--- config.mk ---
export PLATFORM = sky130hd
export DESIGN_NAME = div_unit
export DESIGN_NICKNAME = d
export VERILOG_FILES = /design/src/rtl/div_unit.sv
export SDC_FILE = /design/constraint.sdc
export NUM_CORES = 1
export LEC_CHECK = 0
export ABC_AREA = 1
export BUFFER_PORTS_ARGS = -buffer_cell sky130_fd_sc_hd__buf_2
export CORE_ASPECT_RATIO = 1.5
export CORE_MARGIN = 4
export CORE_UTILIZATION = 45
export CTS_CLUSTER_SIZE = 25
export DETAILED_ROUTE_END_ITERATION = 8
export PLACE_DENSITY_LB_ADDON = 0.2
export SLEW_MARGIN = 25
export SYNTH_ARGS = -nofsm -noshare
export SYNTH_HDL_FRONTEND = slang
export SYNTH_SLANG_ARGS = --single-unit
--- constraint.sdc ---
create_clock -name clk -period 5.8 [get_ports clk]
set_input_delay 0.29 -clock clk [delete_from_list [all_inputs] [get_ports clk]]
set_output_delay 0.29 -clock clk [all_outputs]
set_load 0.02 [all_outputs]
--- src/rtl/div_unit.sv ---
// rtl/div_unit.sv - restoring shift-subtract divider, one quotient bit per clock
// DIV_SIGNED_EN: two's-complement operands, extra FIXUP state applies the result signs
module div_unit #(
   parameter int N = 16
) (
   input  logic         clk,
   input  logic         rst,
   input  logic         start,
   input  logic [N-1:0] rs1_reg,
   input  logic [N-1:0] rs2_reg,
   output logic         busy,
   output logic         done,
   output logic [N-1:0] div_rd,
   output logic [N-1:0] div_rem,
   output logic         div_ex
);

   localparam int CW = $clog2(N + 1);

   typedef enum logic [1:0] {IDLE, CALC, FIXUP, DONE} state_t;

   state_t        state;
   logic [CW-1:0] count;
   logic [N-1:0]  rem_q;
   logic [N-1:0]  quo_q;
   logic [N-1:0]  dvsr;
`ifdef DIV_SIGNED_EN
   logic          neg_q;
   logic          neg_r;
   logic          ovf;
`endif

   logic [N:0]    shifted;
   logic [N-1:0]  diff;
   logic          ge;
   logic [N-1:0]  rem_next;
   logic [N-1:0]  quo_next;

   // diff is only used when shifted >= dvsr, so the true result always fits in N bits
   assign shifted  = {rem_q, quo_q[N-1]};
   assign ge       = (shifted >= {1'b0, dvsr});
   assign diff     = shifted[N-1:0] - dvsr;
   assign rem_next = ge ? diff : shifted[N-1:0];
   assign quo_next = {quo_q[N-2:0], ge};

   always_ff @(posedge clk or posedge rst) begin
      if (rst) begin
         state   <= IDLE;
         count   <= '0;
         rem_q   <= '0;
         quo_q   <= '0;
         dvsr    <= '0;
         busy    <= 1'b0;
         done    <= 1'b0;
         div_rd  <= '0;
         div_rem <= '0;
         div_ex  <= 1'b0;
`ifdef DIV_SIGNED_EN
         neg_q   <= 1'b0;
         neg_r   <= 1'b0;
         ovf     <= 1'b0;
`endif
      end else begin
         case (state)
            IDLE: begin
               if (start) begin
                  busy   <= 1'b1;
                  div_ex <= 1'b0;
                  if (rs2_reg == '0) begin
                     state   <= DONE;
                     done    <= 1'b1;
                     div_rd  <= '1;
                     div_rem <= rs1_reg;
                     div_ex  <= 1'b1;
                  end else begin
                     state <= CALC;
                     count <= CW'(N);
                     rem_q <= '0;
`ifdef DIV_SIGNED_EN
                     quo_q <= rs1_reg[N-1] ? -rs1_reg : rs1_reg;
                     dvsr  <= rs2_reg[N-1] ? -rs2_reg : rs2_reg;
                     neg_q <= rs1_reg[N-1] ^ rs2_reg[N-1];
                     neg_r <= rs1_reg[N-1];
                     ovf   <= (rs1_reg == {1'b1, {(N-1){1'b0}}}) && (rs2_reg == '1);
`else
                     quo_q <= rs1_reg;
                     dvsr  <= rs2_reg;
`endif
                  end
               end
            end
            CALC: begin
               rem_q <= rem_next;
               quo_q <= quo_next;
               count <= count - CW'(1);
               if (count == CW'(1)) begin
`ifdef DIV_SIGNED_EN
                  state <= FIXUP;
`else
                  state   <= DONE;
                  done    <= 1'b1;
                  div_rd  <= quo_next;
                  div_rem <= rem_next;
`endif
               end
            end
`ifdef DIV_SIGNED_EN
            // most-negative / -1 yields magnitude 2^(N-1) with a positive sign, which is the required result
            FIXUP: begin
               state   <= DONE;
               done    <= 1'b1;
               div_rd  <= neg_q ? -quo_q : quo_q;
               div_rem <= neg_r ? -rem_q : rem_q;
               div_ex  <= ovf;
            end
`endif
            DONE: begin
               state <= IDLE;
               busy  <= 1'b0;
               done  <= 1'b0;
            end
            default: begin
               state <= IDLE;
               busy  <= 1'b0;
               done  <= 1'b0;
            end
         endcase
      end
   end

endmodule

======== Word-level counts from Yosys, hierarchy flattened ========
Index checks and enable logic that the tools add are counted.
word-level totals
  memories ................................ 0
  flip-flop bits (word level) ............. 90
  RAM bits ................................ 0
  bits in read-only memories .............. 0
  bits of input ports ..................... 35
  output and inout port bits .............. 35
  word-level logic and storage cells ...... 60
  bits in latches ......................... 0
cells by class
  shifts and indexed selects .............. 0
  reduce and logical (&&, ||, !) cells .... 10
  add/subtract/negate cells ............... 2
  multiplexer cells ....................... 29
  $mul .................................... 0
  equal/unequal tests ..................... 6
  bitwise gates (word level) .............. 2
  $lt $le $gt $ge ......................... 1
  divide/modulo/power cells ............... 0
operators with widths
  operator                                             number
  two-way mux 16 bit                                   11
  one-hot mux 16 bit (2 select lines)                  4
  >= comparator 17 x 16 -> 1 bit                       1
  logical NOT 16 bit                                   1
  subtractor 16 bit                                    1
  two-way mux 5 bit                                    2
  one-hot mux 5 bit (2 select lines)                   1
  AND reduction 3 bit                                  3
  inequality test 2 bit, second input constant         4
  two-way mux 2 bit                                    3
  AND reduction 2 bit                                  3
  equality test 5 x 1 -> 1 bit, second input constant  1
  two-way mux 1 bit                                    5
  subtractor 5 x 1 -> 5 bit, second input constant     1
  one-hot mux 1 bit (2 select lines)                   2
  one-hot mux 2 bit (2 select lines)                   1
  AND reduction 4 bit                                  1
  equality test 2 x 1 -> 1 bit, second input constant  1
  logical NOT 2 bit                                    1
  inverter 1 bit                                       2
  nonzero test 2 bit                                   1

======== Depth between registers and ports, before layout ========
  depth in word-level cells ............... 4
  depth in mapped cells ................... 16
  mapped depth without buffers ............ 15

======== Least setup slack after synthesis ========
Ideal clock, no wire load.
  kind .................................... reg-to-reg
  start point ............................. register quo_q[15]
  end point ............................... register div_rem[8]
  clock period less this slack ............ 1843 ps
  buffers on the path ..................... 0
  cell stages (with the launch flop) ...... 13
  setup time .............................. 63 ps
  data required time ...................... 5737 ps
  setup slack ............................. 3957 ps
  arrival ................................. 1781 ps
  cell sequence ........................... dfrtp_1 > inv_1 > ha_1 > inv_1 > fa_1 > nand3_1 > nand3_1 > a21oi_1 > xnor2_1 > nand3_1 > nand3_1 > nand2_1 > inv_1
between the ends
  word-level cells in the longest chain between the ends .. 4
  elaborated cells between the ends (all ways) .. 5
  classes of those cells .................. 1 x add/sub; 1 x order compare; 3 x mux
ends and longest elaborated chain
  element                                                                     RTL line  text
  from (decl)                                                                 25        logic [N-1:0] quo_q;
  from (signal assigned)                                                      86        quo_q <= rs1_reg;
  from (signal assigned)                                                      94        quo_q <= quo_next;
  subtractor 16 bit / >= comparator 17 x 16 -> 1 bit (equally long branches)  42, 41
  two-way mux 16 bit *                                                        43        assign rem_next = ge ? diff : shifted[N-1:0];
  two-way mux 16 bit *                                                        96        if (count == CW'(1)) begin
  one-hot mux 16 bit (2 select lines) *                                       64        case (state)
  to (signal assigned)                                                        73        div_rem <= rs1_reg;
  to (signal assigned)                                                        103       div_rem <= rem_next;
  to (decl)                                                                   14        output logic [N-1:0] div_rem,
Every way passes the cells marked *; elsewhere a longest branch is shown, timed or not. The select of a mux whose other input is x is not followed.
A chain may end at the register's enable or synchronous reset.

======== Worst setup path in the final report ========
  start point ............................. register state[1]
  end point ............................... register quo_q[5]
between the ends
  word-level cells in the longest chain between the ends .. 3
  elaborated cells between the ends (all ways) .. 7
  classes of those cells .................. 3 x eq/ne; 1 x mux; 3 x reduce/logical
ends and longest elaborated chain
  element                                                                       RTL line  text
  from (decl)                                                                   22        state_t state;
  from (signal assigned)                                                        48        state <= IDLE;
  from (signal assigned)                                                        70        state <= DONE;
  from (signal assigned)                                                        76        state <= CALC;
  logical NOT 2 bit / equality test 2 x 1 -> 1 bit (equally long branches)      64
  inequality test 2 bit (no line) / nonzero test 2 bit (equally long branches)  --
  AND reduction 3 bit (no line)                                                 --
Several ways; a longest one is shown, not always the timed one.

==> reports/summary.txt <==
Count leader, synth = nand2_1
Initial DRC Count = 343
Largest delay share family, worst path = buffers and inverters
Worst IR Drop VDD = 0.3607 mV
Critical path launch point = state[1]
Core area = 11170 µm²
Top cells by area, synth = dfrtp_1 43%, nand2_1 13%, inv_1 6.8%
Vias in the first global route = 4507
Post-layout minimum cycle time = 3.312 ns
Clock Pin Slew Worst Setup and Hold Paths = 0.06 ns
Largest net degree at the start of global routing = 67
Startpoint class of the critical path = flip-flop
Setup TNS = 0 ns
GP Congestion = 0.8709
Clock Path Buffers = 2
Final #Nets = 796
FF-to-FF path depth = 8
Final Hold Vio Count = 0
Worst path most repeated cell = nand2_1
Power per cell area = 695.1 nW/µm²
Worst-Skew Late Latency = 0.33 ns
Post-synth top area cell = dfrtp_1
# clock sinks = 90
Worst hold path class = in -> reg
Die W = 95.59 µm
Hold Slack = 0.1800 ns
Syn nets = 740
ANT cells = 0
Slew @ Worst Pin = 0.8538 ns
Worst-path fanout max = 51
CTS root buf = clkbuf_16
Yosys warning count = 0
Starting Density = 46.35%
Nature of the critical path endpoint = flip-flop
Maximum clock rate = 301.9 MHz
Wire length on met1 = 5.521 mm
WL met3 = 574 µm
# DRC = 0
Critical Path RT = 6.04 ns
Critical Path End = quo_q[5]
Met2 wire length = 6.613 mm
Vias per cell = 5.068
Row count = 47
Netlist cell types = 34
H-tree depth = 3
RSZ-0062 raised after global routing = no
Top cell type's share of synthesized area = 43.49%
Share of layout cells above drive strength 1 = 15.80%
# Post-CTS Setup Buffers = 0
Syn Std Cell Area = 5179 µm²
EDFF count, synth = 0
Total die area = 13320 µm²
Gate Count Post-Synth = 686
Synth async-reset ratio = 100.0%
CP max stage delay = 0.84 ns
GRT Total Usage = 20.63%
Avg Cell Area, Syn = 7.549 µm²
Final period util = 57.11%
Reg-to-reg startpoint = state[1]
Final setup vio count = 0
Post-synthesis sequential area ratio = 43.49%
Die height = 139.4 µm
CTS Buf Count = 9
Utilization after layout = 52.80%
Cell count along the critical path = 8
Vias after detailed routing = 4531
Yosys reg bits = 90
Number of detailed-route iterations in the first pass = 5
Grt ovf = 0
CTS tree = done
Top sig layer = met4
I/O pin count = 70
Area growth from synthesis to layout = 13.92%
Critical Path Slowest Stage Cell = inv_1
Relative slew slack = 43.02%
Outcome = complete, no violations
Setup Skew = 0.005975 ns
Port Buffers = 69
Crit path buf inv count = 3
Antenna violations before repair = 0
Setup CP Type = reg -> reg
Synth cell count leaders = 184 x nand2_1, 94 x inv_1, 90 x dfrtp_1
Main flop type after synthesis = dfrtp_1
Post-DP HPWL = 9.837 mm
Crit-path cells = nor2_4, buf_4, inv_2, nand2_1, nand2_1, inv_1, nand2_1, o21ai_0
Routed len/inst = 14.65 µm
First-pass GRT wire length = 21.71 mm
Antenna Nets Post-Route = 0
R2r endpoint = quo_q[5]
Max Cap Violations = 0
R2r setup slk = 2.49 ns
Final Max Tran Viols = 0
Leak Pwr = 3.028 nW
Routed WL = 13.09 mm
CP Data Arrival Time = 3.55 ns
## where the power goes
group	total (mW)	internal, mW	switching, mW
clock network	0.580	0.346	0.234
registers	1.09	0.930	0.161
logic	2.43	0.789	1.64
## sequential cells by signal, indices dropped and copies added (netlist names)
| register | count |
|---|---|
| div_rd | 16 |
| div_rem | 16 |
| dvsr | 16 |
| quo_q | 16 |
| rem_q | 16 |
| count | 5 |
| state | 2 |
| busy | 1 |
| div_ex | 1 |
| done | 1 |
## worst reg2reg max path, delay by kind of cell (launching register included)
| kind | cells | cell delay (ns) |
|---|---|---|
| buffers and inverters | 3 | 1.79 |
| and+or+nand+nor | 4 | 0.88 |
| DFF | 1 | 0.42 |
| AOI/OAI and AO/OA | 1 | 0.12 |
## cell type report
| cell class | count | area [µm²] |
|---|---|---|
| timing repair buffer | 73 | 377.9 |
| inverter | 99 | 372.9 |
| tap | 147 | 183.9 |
| multi-input combinational | 469 | 2415 |
| clock buffer | 12 | 246.5 |
| clock inverter | 4 | 51.30 |
| fill | 1094 | 5274 |
| sequential | 90 | 2252 |
## per-stage QoR
step / worst slack (ns) / instances / area, µm² / power (mW)
6_report: 2.488 / 894 / 5899 / 4.100
5_1_grt: 2.100 / 894 / 5899 / 4.494
4_1_cts: 2.483 / 894 / 5899 / 4.126
3_5_place_dp: 2.494 / 877 / 5592 / 3.516
3_3_place_gp: 2.614 / 877 / 5592 / 3.466
2_1_floorplan: 3.175 / 686 / 5179 / 2.967
## timing repair
action / 4_1_cts / 5_1_grt
hold endpoints to repair: 24 / 0
gates resized for setup: 0 / 0
hold buffers: 1 / 0
## per-layer routing
layer | vias to the layer above | track usage, %
met1 | 2089 | 25.82
met3 | 20 | 3.834
met4 | 0 | 7.346
met2 | 116 | 34.97
met5 | - | 0
li1 | 2306 | -
## cell families (layout without fill, tap and decap cells)
kind of cell,Yosys count,count (layout),share of synthesized area [%]
AO/OA/AOI/OAI,96,96,9.858
XOR/XNOR,9,9,1.522
multiplexers,1,1,0.2174
flip-flops,90,90,43.49
adder cells (fa/ha/maj),19,19,4.736
buffers and inverters,127,188,9.978
AND/OR/NAND/NOR,344,344,30.20
## layout by cell type, fill, tap and decap left out, types with 2 or more instances in the layout
| cell | count |
|---|---|
| nand2_1 | 184 |
| inv_1 | 93 |
| dfrtp_1 | 90 |
| buf_2 | 69 |
| nand3_1 | 55 |
| nor2_1 | 49 |
| o21ai_0 | 46 |
| a21oi_1 | 27 |
| nand4_1 | 19 |
| ha_1 | 18 |
| a31oi_1 | 17 |
| nand3_2 | 10 |
| or2_1 | 9 |
| clkbuf_16 | 9 |
| or2_2 | 7 |
| xor2_1 | 6 |
| inv_2 | 5 |
| nor2_4 | 3 |
| and2_1 | 3 |
| xnor2_1 | 3 |
| buf_4 | 3 |
| nor2_2 | 2 |
| o21ai_1 | 2 |
| clkinv_2 | 2 |
| clkbuf_1 | 2 |
## how the worst min path moves through the flow
stage	startpoint	endpoint	slack, ns	depth (start not counted)
3_3_place_gp	rst	div_ex	0.29	2
2_1_floorplan	rs2_reg[10]	dvsr[10]	0.41	2
6_report	rs2_reg[6]	dvsr[6]	0.18	3
4_1_cts	rs2_reg[6]	dvsr[6]	0.17	3
5_1_grt	rs2_reg[5]	dvsr[5]	0.19	3
3_5_place_dp	rst	div_ex	0.30	2
Note: power is estimated with default switching activity, not from simulation.
